<file path="src/rtl/updi_pkg.sv">
// Frame layout and receive FSM states shared by the UPDI line engines.
// Frames are stored raw: bit 0 is the start bit, then data LSB first, parity, two stops.
package updi_pkg;

    localparam int FRAME_W  = 12;
    localparam int START_B  = 0;
    localparam int DATA_LSB = 1;
    localparam int DATA_MSB = 8;
    localparam int PAR_B    = 9;
    localparam int STOP0_B  = 10;
    localparam int STOP1_B  = 11;

    typedef enum logic [2:0] {
        IDLE,
        HUNT,
        START,
        DATA,
        STORE,
        DONE,
        WAIT
    } rx_state_t;

    // Even parity: data bits plus the parity bit must XOR to zero.
    function automatic logic frame_parity_bad(input logic [FRAME_W-1:0] f);
        return ^f[PAR_B:DATA_LSB];
    endfunction

    function automatic logic frame_stop_bad(input logic [FRAME_W-1:0] f);
        return !(f[STOP0_B] && f[STOP1_B]);
    endfunction

endpackage

</file>
<file path="src/rtl/updi_bit_timer.sv">
// Bit-period down-counter: restart loads a half or full period, strike fires on zero
// and the counter reloads a full period so later strikes land at mid-bit.
module updi_bit_timer #(
    parameter int CLKS_PER_BIT = 16
) (
    input  logic clk,
    input  logic rst,
    input  logic restart_i,
    input  logic half_i,
    output logic strike_o
);

    localparam int CNT_W = $clog2(CLKS_PER_BIT);
    localparam logic [CNT_W-1:0] FULL_LOAD = CNT_W'(CLKS_PER_BIT - 1);
    localparam logic [CNT_W-1:0] HALF_LOAD = CNT_W'(CLKS_PER_BIT / 2 - 1);

    logic [CNT_W-1:0] cnt_q, cnt_d;

    always_comb begin
        cnt_d = cnt_q - 1'b1;
        if (restart_i) begin
            cnt_d = half_i ? HALF_LOAD : FULL_LOAD;
        end else if (cnt_q == '0) begin
            cnt_d = FULL_LOAD;
        end
    end

    always_ff @(posedge clk) begin
        if (rst) begin
            cnt_q <= FULL_LOAD;
        end else begin
            cnt_q <= cnt_d;
        end
    end

    assign strike_o = (cnt_q == '0);

endmodule

</file>
<file path="src/rtl/updi_line_rx.sv">
// UPDI line receiver: deserialises 12-bit frames from the single-wire line and
// writes each raw frame into the shared SRAM, one word per frame.
module updi_line_rx
    import updi_pkg::*;
#(
    parameter int CLKS_PER_BIT = 16,
    parameter int ADDR_W       = 7
) (
    input  logic              clk,
    input  logic              rst,
    input  logic              ren,
    input  logic              rxd,
    input  logic [ADDR_W-1:0] n_frames,
    output logic              csb0,
    output logic              web0,
    output logic [ADDR_W-1:0] addr0,
    output logic [FRAME_W-1:0] din0,
    output logic              rend,
    output logic              busy,
    output logic              perr,
    output logic              ferr
);

    rx_state_t state_q, state_d;

    logic [1:0]         sync_q;
    logic               rxs;
    logic               rxs_prev_q;
    logic [FRAME_W-1:0] shift_q, shift_d;
    logic [3:0]         bit_cnt_q, bit_cnt_d;
    logic [ADDR_W-1:0]  addr_q, addr_d;
    logic [ADDR_W-1:0]  count_q, count_d;
    logic [ADDR_W-1:0]  count_inc;
    logic [ADDR_W-1:0]  nf_q, nf_d;
    logic               perr_q, perr_d;
    logic               ferr_q, ferr_d;
    logic               restart;
    logic               half_sel;
    logic               strike;

    assign rxs       = sync_q[1];
    assign count_inc = count_q + 1'b1;

    updi_bit_timer #(
        .CLKS_PER_BIT(CLKS_PER_BIT)
    ) u_timer (
        .clk      (clk),
        .rst      (rst),
        .restart_i(restart),
        .half_i   (half_sel),
        .strike_o (strike)
    );

    always_comb begin
        state_d   = state_q;
        shift_d   = shift_q;
        bit_cnt_d = bit_cnt_q;
        addr_d    = addr_q;
        count_d   = count_q;
        nf_d      = nf_q;
        perr_d    = perr_q;
        ferr_d    = ferr_q;
        restart   = 1'b0;
        half_sel  = 1'b1;

        case (state_q)
            IDLE: begin
                if (ren) begin
                    nf_d    = n_frames;
                    addr_d  = '0;
                    count_d = '0;
                    perr_d  = 1'b0;
                    ferr_d  = 1'b0;
                    state_d = (n_frames == '0) ? DONE : HUNT;
                end
            end
            HUNT: begin
                if (!ren) begin
                    state_d = IDLE;
                end else if (rxs_prev_q && !rxs) begin
                    restart = 1'b1;
                    state_d = START;
                end
            end
            START: begin
                if (!ren) begin
                    state_d = IDLE;
                end else if (strike) begin
                    if (rxs) begin
                        state_d = HUNT;
                    end else begin
                        shift_d   = {rxs, shift_q[FRAME_W-1:1]};
                        bit_cnt_d = 4'd1;
                        state_d   = DATA;
                    end
                end
            end
            DATA: begin
                if (!ren) begin
                    state_d = IDLE;
                end else if (strike) begin
                    // Shifting right leaves the start bit in bit 0 after 12 samples.
                    shift_d = {rxs, shift_q[FRAME_W-1:1]};
                    if (bit_cnt_q == 4'(STOP1_B)) begin
                        state_d = STORE;
                    end else begin
                        bit_cnt_d = bit_cnt_q + 4'd1;
                    end
                end
            end
            STORE: begin
                perr_d  = perr_q | frame_parity_bad(shift_q);
                ferr_d  = ferr_q | frame_stop_bad(shift_q);
                addr_d  = addr_q + 1'b1;
                count_d = count_inc;
                if (!ren) begin
                    state_d = IDLE;
                end else if (count_inc == nf_q) begin
                    state_d = DONE;
                end else begin
                    state_d = HUNT;
                end
            end
            DONE: begin
                state_d = WAIT;
            end
            WAIT: begin
                if (!ren) begin
                    state_d = IDLE;
                end
            end
            default: begin
                state_d = IDLE;
            end
        endcase
    end

    always_ff @(posedge clk) begin
        if (rst) begin
            state_q    <= IDLE;
            sync_q     <= 2'b11;
            rxs_prev_q <= 1'b1;
            shift_q    <= '0;
            bit_cnt_q  <= '0;
            addr_q     <= '0;
            count_q    <= '0;
            nf_q       <= '0;
            perr_q     <= 1'b0;
            ferr_q     <= 1'b0;
        end else begin
            state_q    <= state_d;
            sync_q     <= {sync_q[0], rxd};
            rxs_prev_q <= rxs;
            shift_q    <= shift_d;
            bit_cnt_q  <= bit_cnt_d;
            addr_q     <= addr_d;
            count_q    <= count_d;
            nf_q       <= nf_d;
            perr_q     <= perr_d;
            ferr_q     <= ferr_d;
        end
    end

    assign csb0  = (state_q != STORE);
    assign web0  = (state_q != STORE);
    assign addr0 = addr_q;
    assign din0  = shift_q;
    assign rend  = (state_q == DONE);
    assign busy  = (state_q == HUNT) || (state_q == START) ||
                   (state_q == DATA) || (state_q == STORE);
    assign perr  = perr_q;
    assign ferr  = ferr_q;

endmodule

</file>
<file path="config.mk">
export PLATFORM = sky130hd
export DESIGN_NAME = updi_line_rx
export DESIGN_NICKNAME = d
export VERILOG_FILES = /design/src/rtl/updi_pkg.sv /design/src/rtl/updi_bit_timer.sv /design/src/rtl/updi_line_rx.sv
export SDC_FILE = /design/constraint.sdc
export NUM_CORES = 1
export LEC_CHECK = 0
export CAP_MARGIN = 20
export CORE_MARGIN = 2
export CORE_UTILIZATION = 35
export CTS_CLUSTER_DIAMETER = 30
export CTS_CLUSTER_SIZE = 25
export DETAILED_ROUTE_END_ITERATION = 12
export DONT_BUFFER_PORTS = 1
export PLACE_DENSITY = 0.57
export SYNTH_ARGS = -nofsm -noshare
export SYNTH_HDL_FRONTEND = slang
export SYNTH_HIERARCHICAL = 1
export SYNTH_SLANG_ARGS = --single-unit
</file>
<file path="constraint.sdc">
create_clock -name clk -period 3.6 [get_ports clk]
set_input_delay 0.54 -clock clk [delete_from_list [all_inputs] [get_ports clk]]
set_output_delay 0.54 -clock clk [all_outputs]
set_load 0.02 [all_outputs]
</file>
==> impl_metrics.toml <==
[power]
pwr-share-clk = 0.368
power_frac_seq = 0.586
intPower_uw = 715.3
ir_drop_mv = 0.1659
p_per_area_nw_per_um2 = 373.0
p_comb_frac = 0.046
leakage_uw = 0.0009020
power_switching_uw = 244.7
swShare = 0.2549

[sta]
clock_skew_ns = 0.006920
fmax_ghz = 0.4478
period_needed_ns = 2.233
relSlewSlack = 0.5638
fin_setup_tns_ns = 0
slew_viol_final = 0
layout_setup_ws_ns = 1.367
rsz0062_at_grt = "false"
finalCritPeriodShare = 0.6203
worstMarginPinSlew_ns = 0.6536
setup_viol = 0
hold_viol_final = 0
worst_hold_slack_ns = 0.2981

[run]
max_cap_viol_count = 0

[route]
wl_per_cell_um = 13.55
drc = 0
dr.first_iter.drc_count = 167
vias = 1942
ant_nets = 0
wl_um = 5123
dr.pass1.iters = 4
viasPerCell = 5.138

[min_path]
min_from = "rst"
hold_depth = 1
hp-class = "in -> reg"
hold-path-endpoint = "bit_cnt_q[1]"

[global_routing]
antenna_found_initial = 0
grt_max_degree = 49
grt_pass1_wl_um = 8569
gr-usage-all-layers = 0.1401
grt_pass1_vias = 1760
overflow = 0

[clock_network]
clock-sinks = 49
clk_path_buf_depth = 2
cts_resized = 0
cts_hold_buf = 0
cts_setup_buffers = 0
path_clk_slew_ns = 0.10
clockRootBuffer = "clkbuf_8"
cts_tree = "done"
numCtsBuffers = 5
h-tree-depth = 2
clk_latency_ns = 0.31

[die]
ios = 36
initial_core_util = 0.3648
die_area_sq_um = 7854
coreArea_sq_um = 6869
die_h_um = 88.62
rows = 30
fp.dieW_um = 88.62

[status]
status = "complete, no violations"

[synthesis]
synth_top_flop_cell = "dfxtp_1"
syn_nets = 316
synthCells = 301
ys_seq_elements = 49
syn-cell-area_sq_um = 2506
synth_edf_count = 0
syn_area_per_cell_sq_um = 8.326
async_flop_share = 0
yosys_warnings = 6
synth_seq_area_share = 0.3914
ys_types = 48

[setup_path]
r2r_cells = 7
r2r_setup_slack_ns = 1.46
critical_path_required_ns = 3.06
startpoint_type = "flop"
critPathArrivalTime_ns = 1.69
crit_type = "reg -> out"
rr_endpoint = "addr0[5]"
end_kind = "primary output"
path_max_fanout = 18
r2r-start = "state_q[2]"

[final_layout]
fillCellCount = 717
area_growth_pct = 2.696
fin_nets = 296
utilization = 0.3747
drive_above_1_share = 0.08156
diodes = 0

[place]
gp_congestion = 0.7808
numPortBuffers = 0
pre_cts_slack_ns = 1.496
dp.final_hpwl_um = 3583
power by group through the flow:
stage / Combinational (uW) / Sequential [uW] / Clock, uW
6_report: 44.5 / 562 / 353
5_1_grt: 50.5 / 564 / 383
4_1_cts: 44.9 / 562 / 367
3_5_place_dp: 44.7 / 575 / 0
3_3_place_gp: 44.3 / 574 / 0
2_1_floorplan: 47.1 / 571 / 0
logic make-up after synthesis:
| kind of cell | Yosys count | share of synthesized area |
|---|---|---|
| DFF | 49 | 0.3914 |
| buffers and inverters | 38 | 0.07988 |
| and+or+nand+nor | 114 | 0.2282 |
| xor gates and xnor gates | 18 | 0.06840 |
| adders and majority gates | 4 | 0.01997 |
| muxes | 13 | 0.05292 |
| other | 1 | 0.001496 |
| AOI/OAI and AO/OA | 64 | 0.1578 |
per-stage QoR:
step	instance area, sq um	instances	power (uW)
2_1_floorplan	2506	301	617.7
3_3_place_gp	2479	370	618.7
3_5_place_dp	2479	370	619.3
4_1_cts	2574	378	973.9
5_1_grt	2574	378	997.8
6_report	2574	378	960.0
worst max-delay path, cell delays in order, from the launching register on:
cell	delay [ns]
dfxtp_1	0.62
nor3b_2	0.25
buf_4	0.20
inv_1	0.31
cell type report:
type | count | area (sq um) | share of cell area
Inverter | 8 | 30.03 | 0.01167
Clock inverter | 3 | 26.28 | 0.01021
Sequential cell | 49 | 980.9 | 0.3811
Timing Repair Buffer | 3 | 22.52 | 0.008751
Clock buffer | 5 | 68.82 | 0.02674
Tap cell | 96 | 120.1 | 0.04667
Multi-Input combinational cell | 214 | 1325 | 0.5148
worst max path at each step:
stage	startpoint	end	slack (ns)	cells past startpoint
global route	state_q[2]	csb0	1.19	3
detailed placement	state_q[2]	addr0[5]	1.50	7
CTS	state_q[2]	csb0	1.36	3
floorplan	u_timer/cnt_q[0]	din0[0]	1.77	8
global placement	state_q[2]	addr0[5]	1.52	7
finish	state_q[2]	csb0	1.37	3
placed cells by master (no fill, tap or decap), types with 4 or more instances in the layout:
| master | count |
|---|---|
| nand2_1 | 26 |
| xnor2_1 | 12 |
| clkbuf_8 | 5 |
| a211oi_1 | 5 |
| nor2_1 | 34 |
| mux2i_1 | 11 |
| nor3_1 | 7 |
| o21ai_0 | 12 |
| nand3_1 | 14 |
| a31oi_1 | 4 |
| inv_1 | 8 |
| or3_1 | 5 |
| xor2_1 | 5 |
| ha_1 | 4 |
| dfxtp_1 | 49 |
| a21oi_1 | 28 |
cell usage after synthesis, types with 2 or more instances:
master     n  share of area
xnor2_1   12          0.042
a31oi_1    4          0.010
nand2b_1   3         0.0075
nor3_1     7          0.014
or3_1      5          0.012
a22oi_1    2         0.0060
a211oi_1   5          0.015
clkbuf_1  12          0.018
nor2b_1    3         0.0075
o21ai_0   12          0.024
nand2_1   26          0.039
xor2_1     5          0.017
and2_1     2         0.0050
nor2_1    34          0.051
or2_2      3         0.0075
a21o_1     2         0.0060
ha_1       4          0.020
a21oi_1   28          0.056
nor4_1     2         0.0050
nand3_1   14          0.028
nand3b_1   3         0.0090
a211oi_2   2          0.010
mux2i_1   11          0.044
inv_1      8          0.012
buf_4     14          0.042
and3_1     3         0.0075
buf_2      4         0.0080
mux2_2     2         0.0090
nor3b_2    2          0.010
dfxtp_1   49           0.39
layer usage:
metal | up-vias | GRT usage | wire, um
li1 | 989 | - | -
met1 | 910 | 0.1985 | 2589
met2 | 36 | 0.1981 | 2171
met3 | 7 | 0.04851 | 283
met4 | 0 | 0.04683 | 78
met5 | - | 0 | 0
registers in the layout, summed over array words and instances (netlist names):
register and flops:
state_q 3, nf_q 7, count_q 7, sync_q 2
ferr 1, din0 12, addr0 7, bit_cnt_q 4
rxs_prev_q 1, perr 1, u_timer/cnt_q 4
Power figures use the tool's default switching activity.
